[src/rtl/cpu_pipe_pkg.sv]
// Shared types and constants for the in-order RV32 pipeline control slice.
// This package holds the FSM state enum, the NOP control word and the stage indices.
package cpu_pipe_pkg;

    typedef enum logic [1:0] {
        IDLE     = 2'd0,
        DRAIN    = 2'd1,
        REDIRECT = 2'd2
    } fsm_state_t;

    typedef struct packed {
        logic reg_write;
        logic mem_read;
        logic mem_write;
        logic branch;
        logic jump;
    } ctrl_t;

    // Control bits loaded into EX when a bubble is injected
    localparam ctrl_t NOP_CTRL = 5'b00000;

    localparam int unsigned STAGE_IF  = 32'd0;
    localparam int unsigned STAGE_ID  = 32'd1;
    localparam int unsigned STAGE_EX  = 32'd2;
    localparam int unsigned STAGE_MEM = 32'd3;
    localparam int unsigned STAGE_WB  = 32'd4;

endpackage

[src/rtl/pipeline_ctrl_if.sv]
// Handshake bundle between the pipeline controller (master) and the core datapath/caches (slave).
interface pipeline_ctrl_if #(
    parameter int unsigned XLEN       = 32,
    parameter int unsigned NUM_STAGES = 5
);
    logic                  ins_busy;
    logic                  data_busy;
    logic                  branch_taken;
    logic [XLEN-1:0]       branch_target;
    logic [4:0]            id_rs1;
    logic [4:0]            id_rs2;
    logic                  id_use_rs1;
    logic                  id_use_rs2;
    logic [4:0]            ex_rd;
    logic                  ex_is_load;
    logic                  ex_reg_write;
    logic                  irq;
    logic                  mret;
    logic [XLEN-1:0]       pc;
    logic                  ins_read_en;
    logic [NUM_STAGES-1:0] stage_valid;
    logic                  advance;
    logic                  hold_front;
    logic                  bubble_ex;
    logic [NUM_STAGES-1:0] flush_mask;
    logic [XLEN-1:0]       epc;
    logic                  irq_ack;

    modport master (
        input  ins_busy, data_busy, branch_taken, branch_target,
        input  id_rs1, id_rs2, id_use_rs1, id_use_rs2,
        input  ex_rd, ex_is_load, ex_reg_write, irq, mret,
        output pc, ins_read_en, stage_valid, advance, hold_front,
        output bubble_ex, flush_mask, epc, irq_ack
    );

    modport slave (
        output ins_busy, data_busy, branch_taken, branch_target,
        output id_rs1, id_rs2, id_use_rs1, id_use_rs2,
        output ex_rd, ex_is_load, ex_reg_write, irq, mret,
        input  pc, ins_read_en, stage_valid, advance, hold_front,
        input  bubble_ex, flush_mask, epc, irq_ack
    );

endinterface

[src/rtl/hazard_detect.sv]
// Combinational load-use comparator between the instruction in ID and a load in EX.
// It is kept standalone so the forwarding units can reuse the same comparison.
module hazard_detect (
    input  logic [4:0] id_rs1,
    input  logic [4:0] id_rs2,
    input  logic       id_use_rs1,
    input  logic       id_use_rs2,
    input  logic       id_valid,
    input  logic [4:0] ex_rd,
    input  logic       ex_is_load,
    input  logic       ex_reg_write,
    input  logic       ex_valid,
    output logic       load_use
);

    logic rs1_hit_s;
    logic rs2_hit_s;

    // x0 is never a real dependency, so rd==0 never stalls
    always_comb begin
        rs1_hit_s = id_use_rs1 && (id_rs1 == ex_rd);
        rs2_hit_s = id_use_rs2 && (id_rs2 == ex_rd);
        load_use  = id_valid && ex_valid && ex_is_load && ex_reg_write &&
                    (ex_rd != 5'd0) && (rs1_hit_s || rs2_hit_s);
    end

endmodule

[src/rtl/pipeline_ctrl.sv]
// PC register, per-stage valid bits and stall/bubble/flush generation for an N-stage in-order core,
// including the interrupt drain-and-redirect sequence.
module pipeline_ctrl
    import cpu_pipe_pkg::*;
#(
    parameter int unsigned     XLEN         = 32,
    parameter int unsigned     NUM_STAGES   = 5,
    parameter int unsigned     BRANCH_STAGE = STAGE_EX,
    parameter logic [XLEN-1:0] RESET_PC     = 32'h0000_0000,
    parameter logic [XLEN-1:0] TRAP_VECTOR  = 32'h0000_0100
) (
    input  logic            CLK,
    input  logic            RESET,
    pipeline_ctrl_if.master bus
);

    localparam int unsigned           CW         = $clog2(NUM_STAGES);
    localparam logic [CW-1:0]         CNT_INIT   = CW'(NUM_STAGES - 1);
    localparam logic [CW-1:0]         CNT_ONE    = {{(CW-1){1'b0}}, 1'b1};
    localparam logic [NUM_STAGES-1:0] FRONT_MASK = {NUM_STAGES{1'b1}} >> (NUM_STAGES - BRANCH_STAGE);
    localparam logic [NUM_STAGES-1:0] EX_BIT     = {{(NUM_STAGES-1){1'b0}}, 1'b1} << BRANCH_STAGE;
    localparam logic [XLEN-1:0]       PC_STEP    = {{(XLEN-3){1'b0}}, 3'b100};

    fsm_state_t            state_r;
    logic [CW-1:0]         cnt_r;
    logic [XLEN-1:0]       pc_r;
    logic [XLEN-1:0]       epc_r;
    logic [NUM_STAGES-1:0] sv_r;
    logic                  irq_ack_r;

    logic                  gstall_s;
    logic                  adv_s;
    logic                  fetch_s;
    logic                  lu_raw_s;
    logic                  redirect_s;
    logic                  hold_s;
    logic                  irq_take_s;
    logic                  valid_in_s;
    logic [XLEN-1:0]       target_s;
    logic [NUM_STAGES-1:0] flush_s;
    logic [NUM_STAGES-1:0] shifted_s;
    logic [NUM_STAGES-1:0] sv_next_s;
    logic [XLEN-1:0]       pc_next_s;

    hazard_detect u_hazard (
        .id_rs1       (bus.id_rs1),
        .id_rs2       (bus.id_rs2),
        .id_use_rs1   (bus.id_use_rs1),
        .id_use_rs2   (bus.id_use_rs2),
        .id_valid     (sv_r[BRANCH_STAGE-1]),
        .ex_rd        (bus.ex_rd),
        .ex_is_load   (bus.ex_is_load),
        .ex_reg_write (bus.ex_reg_write),
        .ex_valid     (sv_r[BRANCH_STAGE]),
        .load_use     (lu_raw_s)
    );

    // Per-cycle priority: reset, global stall, redirect, load-use, normal/irq entry
    always_comb begin
        gstall_s   = bus.ins_busy | bus.data_busy;
        adv_s      = !RESET && !gstall_s;
        fetch_s    = !RESET && (state_r != DRAIN);
        redirect_s = adv_s && sv_r[BRANCH_STAGE] && (bus.branch_taken || bus.mret);
        hold_s     = adv_s && lu_raw_s && !redirect_s;
        irq_take_s = adv_s && (state_r == IDLE) && bus.irq && !hold_s;
        // The word fetched this cycle is dropped on a redirect, on irq entry and while trapping
        valid_in_s = fetch_s && (state_r == IDLE) && !redirect_s && !irq_take_s;
        target_s   = bus.mret ? epc_r : bus.branch_target;
        if (redirect_s) begin
            flush_s = FRONT_MASK;
        end else begin
            flush_s = {NUM_STAGES{1'b0}};
        end
    end

    // Next valid vector and next fetch address
    always_comb begin
        shifted_s = {sv_r[NUM_STAGES-2:0] & ~flush_s[NUM_STAGES-2:0], valid_in_s};
        if (hold_s) begin
            sv_next_s = (sv_r & FRONT_MASK) | (shifted_s & ~(FRONT_MASK | EX_BIT));
        end else begin
            sv_next_s = shifted_s;
        end
        if (state_r == REDIRECT) begin
            pc_next_s = TRAP_VECTOR;
        end else if (redirect_s) begin
            pc_next_s = target_s;
        end else if ((state_r == IDLE) && !hold_s && !irq_take_s) begin
            pc_next_s = pc_r + PC_STEP;
        end else begin
            pc_next_s = pc_r;
        end
    end

    // State registers and trap FSM; nothing moves while the caches stall
    always_ff @(posedge CLK) begin
        if (RESET) begin
            state_r   <= IDLE;
            cnt_r     <= {CW{1'b0}};
            pc_r      <= RESET_PC;
            epc_r     <= {XLEN{1'b0}};
            sv_r      <= {NUM_STAGES{1'b0}};
            irq_ack_r <= 1'b0;
        end else if (adv_s) begin
            pc_r      <= pc_next_s;
            sv_r      <= sv_next_s;
            irq_ack_r <= 1'b0;
            case (state_r)
                IDLE: begin
                    if (irq_take_s) begin
                        state_r <= DRAIN;
                        cnt_r   <= CNT_INIT;
                    end else begin
                        state_r <= IDLE;
                    end
                end
                DRAIN: begin
                    if (cnt_r <= CNT_ONE) begin
                        cnt_r   <= {CW{1'b0}};
                        state_r <= REDIRECT;
                    end else begin
                        cnt_r   <= cnt_r - CNT_ONE;
                    end
                end
                REDIRECT: begin
                    epc_r     <= pc_r;
                    irq_ack_r <= 1'b1;
                    state_r   <= IDLE;
                end
                default: begin
                    state_r <= IDLE;
                end
            endcase
        end else begin
            irq_ack_r <= 1'b0;
        end
    end

    assign bus.pc          = pc_r;
    assign bus.ins_read_en = fetch_s;
    assign bus.stage_valid = sv_r;
    assign bus.advance     = adv_s;
    assign bus.hold_front  = hold_s;
    assign bus.bubble_ex   = hold_s;
    assign bus.flush_mask  = flush_s;
    assign bus.epc         = epc_r;
    assign bus.irq_ack     = irq_ack_r;

endmodule

[src/flat_wrapper.sv]
// flat-port wrapper written by rule: the top's interface ports become plain ports
module pipeline_ctrl_flat import cpu_pipe_pkg::*;
#(
    parameter int unsigned     XLEN         = 32,
    parameter int unsigned     NUM_STAGES   = 5,
    parameter int unsigned     BRANCH_STAGE = STAGE_EX,
    parameter logic [XLEN-1:0] RESET_PC     = 32'h0000_0000,
    parameter logic [XLEN-1:0] TRAP_VECTOR  = 32'h0000_0100
)
  (CLK, RESET, bus_ins_busy, bus_data_busy, bus_branch_taken, bus_branch_target, bus_id_rs1, bus_id_rs2, bus_id_use_rs1, bus_id_use_rs2, bus_ex_rd, bus_ex_is_load, bus_ex_reg_write, bus_irq, bus_mret, bus_pc, bus_ins_read_en, bus_stage_valid, bus_advance, bus_hold_front, bus_bubble_ex, bus_flush_mask, bus_epc, bus_irq_ack);
  pipeline_ctrl_if #(.XLEN(XLEN), .NUM_STAGES(NUM_STAGES)) bus_i ();
  input  logic CLK;
  input  logic RESET;
  input wire logic [$bits(bus_i.ins_busy)-1:0] bus_ins_busy;
  input wire logic [$bits(bus_i.data_busy)-1:0] bus_data_busy;
  input wire logic [$bits(bus_i.branch_taken)-1:0] bus_branch_taken;
  input wire logic [$bits(bus_i.branch_target)-1:0] bus_branch_target;
  input wire logic [$bits(bus_i.id_rs1)-1:0] bus_id_rs1;
  input wire logic [$bits(bus_i.id_rs2)-1:0] bus_id_rs2;
  input wire logic [$bits(bus_i.id_use_rs1)-1:0] bus_id_use_rs1;
  input wire logic [$bits(bus_i.id_use_rs2)-1:0] bus_id_use_rs2;
  input wire logic [$bits(bus_i.ex_rd)-1:0] bus_ex_rd;
  input wire logic [$bits(bus_i.ex_is_load)-1:0] bus_ex_is_load;
  input wire logic [$bits(bus_i.ex_reg_write)-1:0] bus_ex_reg_write;
  input wire logic [$bits(bus_i.irq)-1:0] bus_irq;
  input wire logic [$bits(bus_i.mret)-1:0] bus_mret;
  output wire logic [$bits(bus_i.pc)-1:0] bus_pc;
  output wire logic [$bits(bus_i.ins_read_en)-1:0] bus_ins_read_en;
  output wire logic [$bits(bus_i.stage_valid)-1:0] bus_stage_valid;
  output wire logic [$bits(bus_i.advance)-1:0] bus_advance;
  output wire logic [$bits(bus_i.hold_front)-1:0] bus_hold_front;
  output wire logic [$bits(bus_i.bubble_ex)-1:0] bus_bubble_ex;
  output wire logic [$bits(bus_i.flush_mask)-1:0] bus_flush_mask;
  output wire logic [$bits(bus_i.epc)-1:0] bus_epc;
  output wire logic [$bits(bus_i.irq_ack)-1:0] bus_irq_ack;
  assign bus_i.ins_busy = bus_ins_busy;
  assign bus_i.data_busy = bus_data_busy;
  assign bus_i.branch_taken = bus_branch_taken;
  assign bus_i.branch_target = bus_branch_target;
  assign bus_i.id_rs1 = bus_id_rs1;
  assign bus_i.id_rs2 = bus_id_rs2;
  assign bus_i.id_use_rs1 = bus_id_use_rs1;
  assign bus_i.id_use_rs2 = bus_id_use_rs2;
  assign bus_i.ex_rd = bus_ex_rd;
  assign bus_i.ex_is_load = bus_ex_is_load;
  assign bus_i.ex_reg_write = bus_ex_reg_write;
  assign bus_i.irq = bus_irq;
  assign bus_i.mret = bus_mret;
  assign bus_pc = bus_i.pc;
  assign bus_ins_read_en = bus_i.ins_read_en;
  assign bus_stage_valid = bus_i.stage_valid;
  assign bus_advance = bus_i.advance;
  assign bus_hold_front = bus_i.hold_front;
  assign bus_bubble_ex = bus_i.bubble_ex;
  assign bus_flush_mask = bus_i.flush_mask;
  assign bus_epc = bus_i.epc;
  assign bus_irq_ack = bus_i.irq_ack;
  pipeline_ctrl #(.XLEN(XLEN), .NUM_STAGES(NUM_STAGES), .BRANCH_STAGE(BRANCH_STAGE), .RESET_PC(RESET_PC), .TRAP_VECTOR(TRAP_VECTOR)) u_core (.CLK(CLK), .RESET(RESET), .bus(bus_i));
endmodule
[config.mk]
export PLATFORM = sky130hd
export DESIGN_NAME = pipeline_ctrl_flat
export DESIGN_NICKNAME = d
export VERILOG_FILES = /design/src/rtl/cpu_pipe_pkg.sv /design/src/rtl/pipeline_ctrl_if.sv /design/src/rtl/hazard_detect.sv /design/src/rtl/pipeline_ctrl.sv /design/src/flat_wrapper.sv
export SDC_FILE = /design/constraint.sdc
export NUM_CORES = 1
export LEC_CHECK = 0
export CAP_MARGIN = 20
export CORE_AREA = 2 2 101 113
export CTS_BUF_LIST = sky130_fd_sc_hd__clkbuf_8
export CTS_CLUSTER_SIZE = 8
export DETAILED_ROUTE_END_ITERATION = 6
export DIE_AREA = 0 0 103 115
export PLACE_DENSITY = 0.66
export RECOVER_POWER = 25
export SYNTH_ARGS = -nofsm -noshare
export SYNTH_HDL_FRONTEND = slang
export SYNTH_SLANG_ARGS = --single-unit
[constraint.sdc]
create_clock -name CLK -period 3.36 [get_ports CLK]
set_clock_uncertainty 0.15 [all_clocks]
set_input_delay 0.504 -clock CLK [delete_from_list [all_inputs] [get_ports CLK]]
set_output_delay 0.504 -clock CLK [all_outputs]
set_load 0.1 [all_outputs]
==> flow_summary.yaml <==
detailed_routing:
  vias_per_cell: 5.183
  drc_errors: 0
  first_pass_iters: 4
  routed_wl_um: 12280
  ant_nets: 0
  drt_iter0_drc: 190
  vias: 4136
  detail_route.wl_per_cell_um: 15.39
setup_path:
  max_stage_delay_ns: 0.54
  start_kind: "input port"
  cp_cell_sequence: "dlygate4sd3_1 -> or4b_4 -> or2_1 -> and3_4 -> nand2_4 -> inv_1 -> buf_12"
  crit_path_start: "bus_data_busy"
  r2r-start: "u_core.bus.pc[6]"
  slowest_stage: "dlygate4sd3_1"
  r2r_slack_ns: 0.66
  path_class: "in2out"
  critPathMaxFanout: 5
  worst-path-buf-inv: 3
  cp_top_family: "simple AND/OR/NAND/NOR gates"
  worstPathRequired_ns: 2.71
  critPathArrivalTime_ns: 2.45
  critPathCaptureType: "output pin"
yosys:
  yosys_warnings: 0
  postSynth.asyncResetShare_pct: 0
  syn_inst: 536
  yosys.area.top_type_share_pct: 35.92
  yosys.area.top_type: "dfxtp_1"
  synth_cell_type_count: 54
  netlist_area_um2: 4180
  seq_area_frac_synth_pct: 35.92
  synth.area.top_cells: "dfxtp_1 36%, nand2_1 9.7%, a21oi_1 8.3%, mux2i_1 7.2%, xnor2_1 4.8%"
  synth_most_common_cell: "nand2_1"
  synth_commonest_cells: "108 x nand2_1, 75 x dfxtp_1, 69 x a21oi_1"
  synth_edf_count: 0
  synthFlopType: "dfxtp_1"
  ys_ff_latch: 75
  syn_avg_cell_area_um2: 7.799
finish:
  area_growth_pct: 31.10
  drive_above_1_share_pct: 10.29
  num_antenna_cells: 0
  nets: 709
  fin_cells: 798
clock_network:
  clockRootBuffer: "clkbuf_8"
  clockBufferDepth: 2
  cts_buffers: 9
  cts_resized: 0
  htree_levels: 3
  post_cts_buffers: 0
  ctsHoldBuffers: 0
  cts.sinks: 75
  path_clk_slew_ns: 0.07
  cts_tree: "yes"
  clkLatencyLatePin_ns: 0.34
die:
  rows: 40
  fp.dieW_um: 103
  dieArea_um2: 11850
  core_um2: 10710
  fp.dieH_um: 115
  initial_core_util_pct: 39.03
  ioPinCount: 137
placement:
  dpl.hpwl_um: 8526
  place_ws_ns: 0.2343
  place_inst: 784
  gp_congestion: 0.8019
  port_buffers: 133
min_path:
  hp-class: "reg2reg"
  hold_start: "u_core.bus.epc[25]"
flow_run:
  cap_violations: 0
power_and_ir_drop:
  ir_drop_mv: 0.1399
  p_per_area_nw_per_um2: 302.0
  p_leak_uw: 0.001925
  power.total_uw: 1655
sta:
  maxSlewViolCount: 0
  finalCritPeriodShare_pct: 92.32
  fmax_mhz: 322.4
  setup_viol: 0
  tightestPinTransition_ns: 1.254
  setup-tns-final_ns: 0
  hold_viol_final: 0
  fin_ws_ns: 0.2580
  rsz0062_at_grt: "false"
  relSlewSlack_pct: 16.77
  min_period_ns: 3.102
status:
  status: "complete, no violations"
global_routing:
  grt_pass1_wl_um: 19310
  grt_pass1_vias: 3913
  grt_max_degree: 76
  grt_overflow: 0
  track_usage_pct: 20.40
  antenna_found_initial: 0
worst register-to-register path, delay by kind of cell (launching register included):
kind             cells  cell delay, ns
AND/OR/NAND/NOR      4            1.53
flip-flops           1            0.49
XOR/XNOR             1            0.13
AO/OA/AOI/OAI        2            0.25
per-stage QoR:
stage / hold WS [ns] / utilization, % / area [µm²]
2_1_floorplan: 0.2818 / - / 4188
3_3_place_gp: 0.3053 / 51.06 / 5469
3_5_place_dp: 0.3139 / 51.06 / 5469
4_1_cts: 0.3237 / 52.39 / 5612
5_1_grt: 0.3418 / 51.17 / 5480
6_report: 0.3212 / 51.17 / 5480
cell type report:
type | count | area [µm²]
Timing Repair Buffer | 143 | 1182
Sequential cell | 75 | 1501
Multi-Input combinational cell | 400 | 2399
Fill cell | 1095 | 5230
Clock inverter | 5 | 18.77
Clock buffer | 9 | 123.9
Inverter | 19 | 71.32
Tap cell | 147 | 183.9
worst paths after layout:
check                                     endpoint  cells after the start
worst max-delay path                bus_hold_front                      7
worst min-delay path            u_core.bus.epc[25]                      2
worst max register to register   u_core.bus.pc[29]                      7
worst min register to register  u_core.bus.epc[25]                      2
sequential cells by signal, summed over array words and instances (netlist names):
name	cells
u_core.bus.epc	32
u_core.bus.pc	32
u_core.bus.stage_valid	5
u_core.cnt_r	3
u_core.state_r	2
u_core.bus.irq_ack	1
cell families after synthesis:
family	synth area share (%)
other	0.08971
flip-flops	35.92
AO/OA/AOI/OAI	19.19
AND/OR/NAND/NOR	23.29
XOR/XNOR	6.285
multiplexers	7.453
adder cells (fa/ha/maj)	0.8980
buffers and inverters	6.884
where the power goes:
group	leakage (µW)	switching, µW	total, µW	internal, µW
combinational	0.00123	110	207	97.3
clock	0.0000913	305	552	247
sequential	0.000604	4.05	895	891
total	0.00193	419	1660	1240
metal layers:
| layer | up-vias | GRT usage (%) | routed length, µm |
|---|---|---|---|
| met5 | - | 0 | 0 |
| met4 | 0 | 5.526 | 123 |
| met3 | 10 | 3.830 | 676 |
| met2 | 111 | 34.07 | 5867 |
| met1 | 1933 | 26.92 | 5612 |
| li1 | 2082 | - | - |
layout by cell type, fill, tap and decap left out, drive strengths merged, types with 4 or more instances in the layout:
cell type	count
a211oi	9
a21oi	70
buf	45
clkbuf	44
clkdlybuf4s50	62
dfxtp	75
inv	24
mux2i	30
nand2	110
nand2b	13
nand3	18
nand3b	4
nand4	10
nor2	16
nor2b	5
nor3	8
nor4	4
o2111ai	5
o21ai	19
o31ai	5
o32ai	9
xnor2	23
xor2	7
No activity file was read; power rests on OpenSTA's default activity.
